## config.mk

```make
export PLATFORM = sky130hd
export DESIGN_NAME = pwm_duty_ramp
export DESIGN_NICKNAME = d
export VERILOG_FILES = /design/src/rtl/pwm_duty_ramp_pkg.sv /design/src/rtl/pwm_period_tick.sv /design/src/rtl/pwm_duty_ramp.sv
export SDC_FILE = /design/constraint.sdc
export NUM_CORES = 1
export LEC_CHECK = 0
export BUFFER_PORTS_ARGS = -buffer_cell sky130_fd_sc_hd__buf_2
export CORE_MARGIN = 2
export CORE_UTILIZATION = 45
export CTS_CLUSTER_SIZE = 40
export DETAILED_ROUTE_END_ITERATION = 16
export GPL_TIMING_DRIVEN = 0
export PLACE_DENSITY = 0.63
export SKIP_CTS_REPAIR_TIMING = 1
export SYNTH_ARGS = -nofsm -noshare
export SYNTH_HDL_FRONTEND = slang
export SYNTH_SLANG_ARGS = --single-unit
```

## constraint.sdc

```tcl
create_clock -name clock -period 8.7 [get_ports clock]
set_clock_uncertainty 0.2 [all_clocks]
set_input_delay 1.305 -clock clock [delete_from_list [all_inputs] [get_ports clock]]
set_output_delay 1.305 -clock clock [all_outputs]
set_load 0.005 [all_outputs]
```

## src/rtl/pwm_duty_ramp_pkg.sv

```systemverilog
// Shared definitions for the PWM duty path: duty width and limits, the
// nominal PWM period, and the ramp state encoding.
package pwm_duty_ramp_pkg;

    localparam int DUTY_W            = 8;
    localparam int PWM_DUTY_MAX      = 250;
    localparam int PWM_PERIOD_CYCLES = 2500;

    typedef enum logic [1:0] {
        ST_IDLE      = 2'd0,
        ST_RAMP_UP   = 2'd1,
        ST_RAMP_DOWN = 2'd2,
        ST_STOPPED   = 2'd3
    } ramp_state_e;

    // Saturate a requested duty code to the full-on code.
    function automatic logic [DUTY_W-1:0] clamp_duty(
        input logic [DUTY_W-1:0] duty,
        input logic [DUTY_W-1:0] duty_max
    );
        logic [DUTY_W-1:0] res;
        if (duty > duty_max) begin
            res = duty_max;
        end else begin
            res = duty;
        end
        return res;
    endfunction

endpackage

```

## src/rtl/pwm_period_tick.sv

```systemverilog
// Free-running PWM period counter with a divider that emits one update
// strobe every TICK_PERIODS periods. Runs independently of any consumer.
module pwm_period_tick #(
    parameter int PERIOD_CYCLES = 2500,
    parameter int TICK_PERIODS  = 1
) (
    input  logic clock,
    input  logic reset,
    output logic update_tick
);

    localparam int PCW = (PERIOD_CYCLES > 1) ? $clog2(PERIOD_CYCLES) : 1;
    localparam int TCW = (TICK_PERIODS > 1) ? $clog2(TICK_PERIODS) : 1;
    localparam logic [PCW-1:0] PCNT_LAST = PCW'(PERIOD_CYCLES - 1);
    localparam logic [TCW-1:0] TCNT_LAST = TCW'(TICK_PERIODS - 1);

    logic [PCW-1:0] r_period_cnt;
    logic [TCW-1:0] r_tick_cnt;
    logic           w_period_tick;
    logic           w_tick_last;

    assign w_period_tick = (r_period_cnt == PCNT_LAST);
    assign w_tick_last   = (r_tick_cnt == TCNT_LAST);
    assign update_tick   = w_period_tick & w_tick_last;

    // Period counter: wraps at the last cycle of each PWM period.
    always_ff @(posedge clock or posedge reset) begin
        if (reset) begin
            r_period_cnt <= '0;
        end else if (w_period_tick) begin
            r_period_cnt <= '0;
        end else begin
            r_period_cnt <= r_period_cnt + PCW'(1);
        end
    end

    // Tick divider: counts completed periods, wraps on the update period.
    always_ff @(posedge clock or posedge reset) begin
        if (reset) begin
            r_tick_cnt <= '0;
        end else if (w_period_tick) begin
            if (w_tick_last) begin
                r_tick_cnt <= '0;
            end else begin
                r_tick_cnt <= r_tick_cnt + TCW'(1);
            end
        end else begin
            r_tick_cnt <= r_tick_cnt;
        end
    end

endmodule

```

## src/rtl/pwm_duty_ramp.sv

```systemverilog
// Slew-rate limiter in front of the PWM generator: walks the duty code
// toward a software target by STEP once per update tick, with an immediate
// stop that forces duty and target to zero.
module pwm_duty_ramp
    import pwm_duty_ramp_pkg::*;
#(
    parameter int PERIOD_CYCLES = PWM_PERIOD_CYCLES,
    parameter int TICK_PERIODS  = 1,
    parameter int STEP          = 1,
    parameter int DUTY_MAX      = PWM_DUTY_MAX
) (
    input  logic              clock,
    input  logic              reset,
    input  logic [DUTY_W-1:0] target,
    input  logic              target_valid,
    input  logic              stop,
    output logic [DUTY_W-1:0] duty_out,
    output logic              at_target,
    output logic              busy,
    output logic              clamped
);

    // One extra bit so duty+STEP and tgt+STEP never wrap for large STEP.
    localparam logic [DUTY_W:0]   STEP_W1 = (DUTY_W + 1)'(STEP);
    localparam logic [DUTY_W-1:0] DMAX    = DUTY_W'(DUTY_MAX);

    ramp_state_e       r_state;
    ramp_state_e       w_state_nxt;
    logic [DUTY_W-1:0] r_duty;
    logic [DUTY_W-1:0] r_tgt;
    logic              r_at_target;
    logic              r_busy;
    logic              r_clamped;

    logic              w_update_tick;
    logic [DUTY_W:0]   w_up_w1;
    logic [DUTY_W:0]   w_dn_w1;
    logic [DUTY_W:0]   w_dn_lim_w1;
    logic [DUTY_W-1:0] w_duty_step;
    logic [DUTY_W-1:0] w_duty_nxt;
    logic [DUTY_W-1:0] w_tgt_nxt;
    logic              w_clamped_nxt;

    pwm_period_tick #(
        .PERIOD_CYCLES (PERIOD_CYCLES),
        .TICK_PERIODS  (TICK_PERIODS)
    ) u_period_tick (
        .clock       (clock),
        .reset       (reset),
        .update_tick (w_update_tick)
    );

    assign w_up_w1     = {1'b0, r_duty} + STEP_W1;
    assign w_dn_w1     = {1'b0, r_duty} - STEP_W1;
    assign w_dn_lim_w1 = {1'b0, r_tgt} + STEP_W1;

    // One step toward the current target, saturating at the target so the
    // ramp never overshoots; the down case compares tgt+STEP against duty
    // to avoid an underflowing subtraction.
    always_comb begin
        w_duty_step = r_duty;
        if (r_tgt > r_duty) begin
            if (w_up_w1 >= {1'b0, r_tgt}) begin
                w_duty_step = r_tgt;
            end else begin
                w_duty_step = w_up_w1[DUTY_W-1:0];
            end
        end else if (r_tgt < r_duty) begin
            if (w_dn_lim_w1 >= {1'b0, r_duty}) begin
                w_duty_step = r_tgt;
            end else begin
                w_duty_step = w_dn_w1[DUTY_W-1:0];
            end
        end else begin
            w_duty_step = r_duty;
        end
    end

    // Next-state and datapath: stop dominates; otherwise the step uses the
    // target held before this edge, and a new target only takes effect on
    // the following tick. Direction follows from the post-edge values.
    always_comb begin
        w_state_nxt   = r_state;
        w_duty_nxt    = r_duty;
        w_tgt_nxt     = r_tgt;
        w_clamped_nxt = 1'b0;
        if (stop) begin
            w_state_nxt = ST_STOPPED;
            w_duty_nxt  = '0;
            w_tgt_nxt   = '0;
        end else begin
            if (w_update_tick) begin
                w_duty_nxt = w_duty_step;
            end else begin
                w_duty_nxt = r_duty;
            end
            if (target_valid) begin
                w_tgt_nxt     = clamp_duty(target, DMAX);
                w_clamped_nxt = (target > DMAX);
            end else begin
                w_tgt_nxt = r_tgt;
            end
            if (w_tgt_nxt > w_duty_nxt) begin
                w_state_nxt = ST_RAMP_UP;
            end else if (w_tgt_nxt < w_duty_nxt) begin
                w_state_nxt = ST_RAMP_DOWN;
            end else begin
                w_state_nxt = ST_IDLE;
            end
        end
    end

    // State, duty, target and status flags; flags are derived from the
    // next state so they line up with the registered duty.
    always_ff @(posedge clock or posedge reset) begin
        if (reset) begin
            r_state     <= ST_IDLE;
            r_duty      <= '0;
            r_tgt       <= '0;
            r_at_target <= 1'b1;
            r_busy      <= 1'b0;
            r_clamped   <= 1'b0;
        end else begin
            r_state     <= w_state_nxt;
            r_duty      <= w_duty_nxt;
            r_tgt       <= w_tgt_nxt;
            r_at_target <= (w_state_nxt == ST_IDLE);
            r_busy      <= (w_state_nxt == ST_RAMP_UP) || (w_state_nxt == ST_RAMP_DOWN);
            r_clamped   <= w_clamped_nxt;
        end
    end

    assign duty_out  = r_duty;
    assign at_target = r_at_target;
    assign busy      = r_busy;
    assign clamped   = r_clamped;

endmodule
```

# == After elaboration in Yosys (flattened, before gate mapping) ==
# Index checks and enable logic that the tools add are counted.
# totals
regBits,32
elab_cells,44
# op_classes
n_bitwise,2
n_mux,18
magnitude_cmp,7
n_reduce_logical,2
addsub,5
n_eq_ne,3
# op_table
operator,count
8-bit two-way mux,11
"8-bit by 1-bit adder with 9-bit output, second input constant",2
9-bit by 8-bit >= comparator with 1-bit output,2
8-bit greater-than comparator,2
8-bit less-than comparator,2
"12-bit by 1-bit adder with 12-bit output, second input constant",1
"12-bit equality test, second input constant",1
12-bit two-way mux,1
"8-bit greater-than comparator, second input constant",1
"8-bit by 1-bit subtractor with 8-bit output, second input constant",1
2-bit two-way mux,3
1-bit two-way mux,3
"2-bit by 1-bit equality test with 1-bit output, second input constant",1
"2-bit equality test, second input constant",1
2-bit zero test,1
"1-bit adder, second input constant",1
1-bit bitwise AND,1
1-bit logical OR,1
1-bit inverter,1

# == Logic depth before layout (Yosys ltp) ==
# logic_depth
depth_word,13
ltp_mapped,20
ltp_nobuf,19

# == By module ==
# From an unflattened synthesis, not the netlist that was laid out.
# unflattened
hier_cells,334
area_unflattened_um2,2900.3
# modules_own_cells
mod,area_each_um2,cells_each,n_inst,seq_area_each_um2
pwm_duty_ramp,2311.0,279,1,476.7
pwm_period_tick,589.3,55,1,300.3

# == Least setup slack after synthesis ==
# No wires, ideal clock.
# synth_timing
kind,reg2reg
from,reg r_tgt[2]
to,reg r_busy (netlist: busy)
n_path_buf,0
required_ns,8.374
slack_ns,4.461
t_arrival_ns,3.913
path_stages_with_launch,20
path_cell_list,dfrtp_1 inv_1 nor3_1 nand3_1 xnor2_1 ha_1 and3_1 a221oi_2 o21a_2 nand2_1 o211ai_1 or3b_1 ha_1 nor2b_1 o21ai_0 nand2b_1 a21oi_1 o21a_1 o21ba_2 ha_1
# synth_between
elab_chain_cells,13
elab_cells_between_ends,21
classes_between,add/sub (1); order compare (6); eq/ne (2); mux (11); reduce/logical (1)
# synth_lines
item,line,rtl
from (decl),pwm_duty_ramp.sv:30,logic [DUTY_W-1:0] r_tgt;
from (signal assigned),pwm_duty_ramp.sv:126,r_tgt <= w_tgt_nxt;
8-bit by 1-bit adder with 9-bit output,pwm_duty_ramp.sv:55,"assign w_dn_lim_w1 = {1'b0, r_tgt} + STEP_W1;"
9-bit by 8-bit >= comparator with 1-bit output,pwm_duty_ramp.sv:69,"if (w_dn_lim_w1 >= {1'b0, r_duty}) begin"
8-bit two-way mux,pwm_duty_ramp.sv:69,
8-bit two-way mux,pwm_duty_ramp.sv:68,end else if (r_tgt < r_duty) begin
8-bit two-way mux,pwm_duty_ramp.sv:62,if (r_tgt > r_duty) begin
8-bit two-way mux,pwm_duty_ramp.sv:92,if (w_update_tick) begin
8-bit two-way mux,pwm_duty_ramp.sv:87,if (stop) begin
8-bit less-than comparator,pwm_duty_ramp.sv:105,end else if (w_tgt_nxt < w_duty_nxt) begin
2-bit two-way mux,pwm_duty_ramp.sv:105,
2-bit two-way mux (*),pwm_duty_ramp.sv:103,if (w_tgt_nxt > w_duty_nxt) begin
2-bit two-way mux (*),pwm_duty_ramp.sv:87,
2-bit by 1-bit equality test with 1-bit output / 2-bit equality test (equally long branches),pwm_duty_ramp.sv:128,r_busy <= (w_state_nxt == ST_RAMP_UP) || (w_state_nxt == ST_RAMP_DOWN);
1-bit logical OR (*),pwm_duty_ramp.sv:128,
to (signal assigned),pwm_duty_ramp.sv:128,
to (decl),pwm_duty_ramp.sv:32,logic r_busy;
# Every way passes the cells marked *; elsewhere a longest branch is shown, timed or not. The select of a mux whose other input is x is not followed.
# A chain may end at the register's enable or synchronous reset.

# == Final worst setup path ==
# Same ends and word-level chain as after synthesis.

==> flow_metrics.env <==
export IMPL_outcome="completed"
export IMPL_insertion_delay_ns=0.29
export IMPL_die_w_um=82.4
export IMPL_final_util_pct=52.3
export IMPL_fin_area_mm2=0.00310
export IMPL_comb_power_share_pct=21.1
export IMPL_ioPinCount=23
export IMPL_cts_clk_slew_worst_paths_ns=0.07
export IMPL_rsz0062_at_grt="no"
export IMPL_syn_area_mm2=0.00277
export IMPL_place_area_mm2=0.00296
export IMPL_synth_edff_count=0
export IMPL_tightest_slew_ns=0.675
export IMPL_p_per_area_mw_per_mm2=114
export IMPL_seqPwrFrac_pct=43.0
export IMPL_cts_buffers=5
export IMPL_place_congestion=0.919
export IMPL_drtIter0Drc=187
export IMPL_fin_total_pwr_uw=354
export IMPL_max_stage_delay_ns=0.48
export IMPL_cp_common_cell="ha_1"
export IMPL_synthCells=317
export IMPL_cts_tree="built"
export IMPL_via_count=2469
export IMPL_synthArstFlopShare_pct=100
export IMPL_drive_above_1_share_pct=15.3
export IMPL_critPathRequiredTime_ns=8.67
export IMPL_ys_ff_latch=31
export IMPL_syn_nets=365
export IMPL_finalWirelength_um=6860
export IMPL_min_delay_path_depth=1
export IMPL_die_height_um=82.4
export IMPL_start_util_pct=46.7
export IMPL_fmax_ghz=0.199
export IMPL_crit_type="register to register"
export IMPL_htree_levels=2
export IMPL_maxSlewHeadroom_pct=55.0
export IMPL_finalWorstPathRequiredPeriod_ns=5.03
export IMPL_final_cells=422
export IMPL_ctsRootBufferMaster="clkbuf_8"
export IMPL_p_sw_uw=105
export IMPL_overflow=0
export IMPL_grt_pass1_vias=2297
export IMPL_setup_viol=0
export IMPL_ir_drop_v=0.0000687
export IMPL_via_per_inst=5.85
export IMPL_fin_crit_sh_pct=57.8
export IMPL_io_buffers=21
export IMPL_setup_tns_final_ns=0
export IMPL_antenna_found_initial=0
export IMPL_cp_arrival_ns=4.99
export IMPL_dr_pass1_iters=4
export IMPL_intPower_uw=249
export IMPL_yosys_warnings=0
export IMPL_avgSynthCellArea_um2=8.72
export IMPL_drv_cap=0
export IMPL_dieArea_mm2=0.00679
export IMPL_slew_viol_final=0
export IMPL_route_detailed_drc=0
export IMPL_critPathSlowestCell="nor3_1"
export IMPL_cp_end_kind="register"
export IMPL_start_kind="register"
export IMPL_drtAntennaViolNets=0
export IMPL_clockPowerShare_pct=35.9
export IMPL_fillers=561
export IMPL_cts_buffer_depth=2
export IMPL_ff2ff_path_depth=19
export IMPL_synthToLayoutAreaGrowth_pct=11.9
export IMPL_yosys_area_top_type="dfrtp_1"
export IMPL_cp_max_fo=6
export IMPL_whs_ns=0.313
export IMPL_synth_area_leaders="dfrtp_1 27%, ha_1 16%, xnor2_1 6.7%"
export IMPL_p_leak_nw=1.41
export IMPL_rows=28
export IMPL_core_area_mm2=0.00592
export IMPL_worst_slack_ns=3.67
export IMPL_place_inst=413
export IMPL_grt_max_degree=32
export IMPL_cp_cell_sequence="inv_1 -> nor3_1 -> nand3_1 -> xnor2_1 -> ha_1 -> and3_1 -> a221oi_2 -> o21a_2 -> nand2_1 -> o211ai_1 -> or3b_1 -> ha_1 -> nor2b_1 -> o21ai_0 -> nand2b_1 -> a21oi_1 -> o21a_1 -> o21ba_2 -> ha_1"
export IMPL_multi_input_area_mm2=0.00188
export IMPL_grt_pass1_wl_um=11500
export IMPL_yosysSeqAreaShare_pct=28.1
export IMPL_sw_frac_of_total_pct=29.6
export IMPL_fin_nets=394
export IMPL_synth_top_flop_cell="dfrtp_1"
export IMPL_dpl_hpwl_um=5360
export IMPL_yosysUniqueCellTypes=58
export IMPL_wl_per_cell_um=16.3
export IMPL_dp_slack_ns=3.75
export IMPL_hold_path_class="register to register"
export IMPL_finalHoldViolCount=0
export IMPL_clkSinkCount=31
export IMPL_grtUsageTotal_pct=22.3
export IMPL_ff_latch_area_um2=777
export IMPL_synth_top_area_share_pct=27.1
export IMPL_antenna_cells=0
## placed cells by master (no fill, tap or decap), types with 2 or more instances in the layout
cell type / instances
nand4_1: 8
inv_1: 17
and4_1: 2
o211ai_1: 3
xnor2_1: 21
a31oi_1: 4
nor2b_1: 9
nor3_1: 10
o221ai_1: 2
ha_1: 36
and3_1: 12
and3_2: 2
clkbuf_1: 2
a32o_1: 2
o211a_1: 2
xor2_1: 4
o21a_1: 3
a21oi_1: 17
nand2_1: 20
nor2_1: 16
a21o_1: 7
buf_2: 25
and2_1: 3
clkbuf_8: 7
mux2i_1: 2
o21ai_0: 22
dfrtp_1: 30
nor4_1: 2
o21ai_1: 2
nand3_1: 23
or2_2: 2
## layout make-up
class | instances | area share, %
clock buffer | 7 | 3.11
clock inverter | 1 | 0.243
tap | 75 | 3.03
multi-input combinational | 260 | 60.6
timing repair buffer | 22 | 4.28
sequential | 31 | 25.1
inverter | 17 | 2.06
buffer | 9 | 1.54
## layer usage
layer  vias to the layer above  GRT usage, %  part of all wire (%)
met5                         -             0                     0
met4                         0          4.50                  0.83
met3                         6          3.59                   5.4
met2                        71          35.7                    46
met1                      1168          31.7                    48
li1                       1224             -                     -
## critical path: cells and delay by family (launching register included)
kind,cells,cell delay [ns]
buf+inv,1,0.14
flops,1,0.47
compound gates,7,1.45
fa+ha+maj,3,0.84
xor+xnor,1,0.15
simple gates,7,1.65
## sequential cells by signal (all words and copies together) (netlist names)
signal and flops:
busy 1, duty_out 8, clamped 1, u_period_tick.r_period_cnt 12, at_target 1, r_tgt 8
## power by group through the flow
stage	clock, mW	combinational, mW	sequential (mW)
finish	0.127	0.0748	0.152
global route	0.137	0.0849	0.153
CTS	0.131	0.0733	0.152
detailed placement	0	0.0728	0.155
global placement	0	0.0718	0.155
floorplan	0	0.0541	0.153
## path summary, 6_finish.rpt
kind | slack [ns] | end | startpoint
worst max-delay path | 3.67 | busy | r_tgt[2]
worst min-delay path | 0.31 | u_period_tick.r_period_cnt[7] | u_period_tick.r_period_cnt[7]
worst max register to register | 3.67 | busy | r_tgt[2]
worst min register to register | 0.31 | u_period_tick.r_period_cnt[7] | u_period_tick.r_period_cnt[7]
max in group asynchronous | 7.11 | u_period_tick.r_period_cnt[8] | reset
min in group asynchronous | 0.76 | duty_out[7] | reset
## synthesized netlist by cell type, types with 7 or more instances
library cell,n
nor2b_1,9
a21o_1,7
and3_1,12
o21ai_0,22
inv_1,17
a21oi_1,17
nor2_1,16
nand4_1,8
ha_1,36
dfrtp_1,30
nand3_1,23
nor3_1,10
nand2_1,20
xnor2_1,21
## logic make-up after synthesis
| kind of cell | after synthesis | share of synthesized area, % |
|---|---|---|
| and+or+nand+nor | 120 | 24.0 |
| AOI/OAI and AO/OA | 77 | 18.9 |
| adders and majority gates | 36 | 16.3 |
| DFF | 31 | 28.1 |
| buffers and inverters | 26 | 4.03 |
| xor gates and xnor gates | 25 | 7.92 |
| muxes | 2 | 0.724 |
Power figures use the tool's default switching activity.
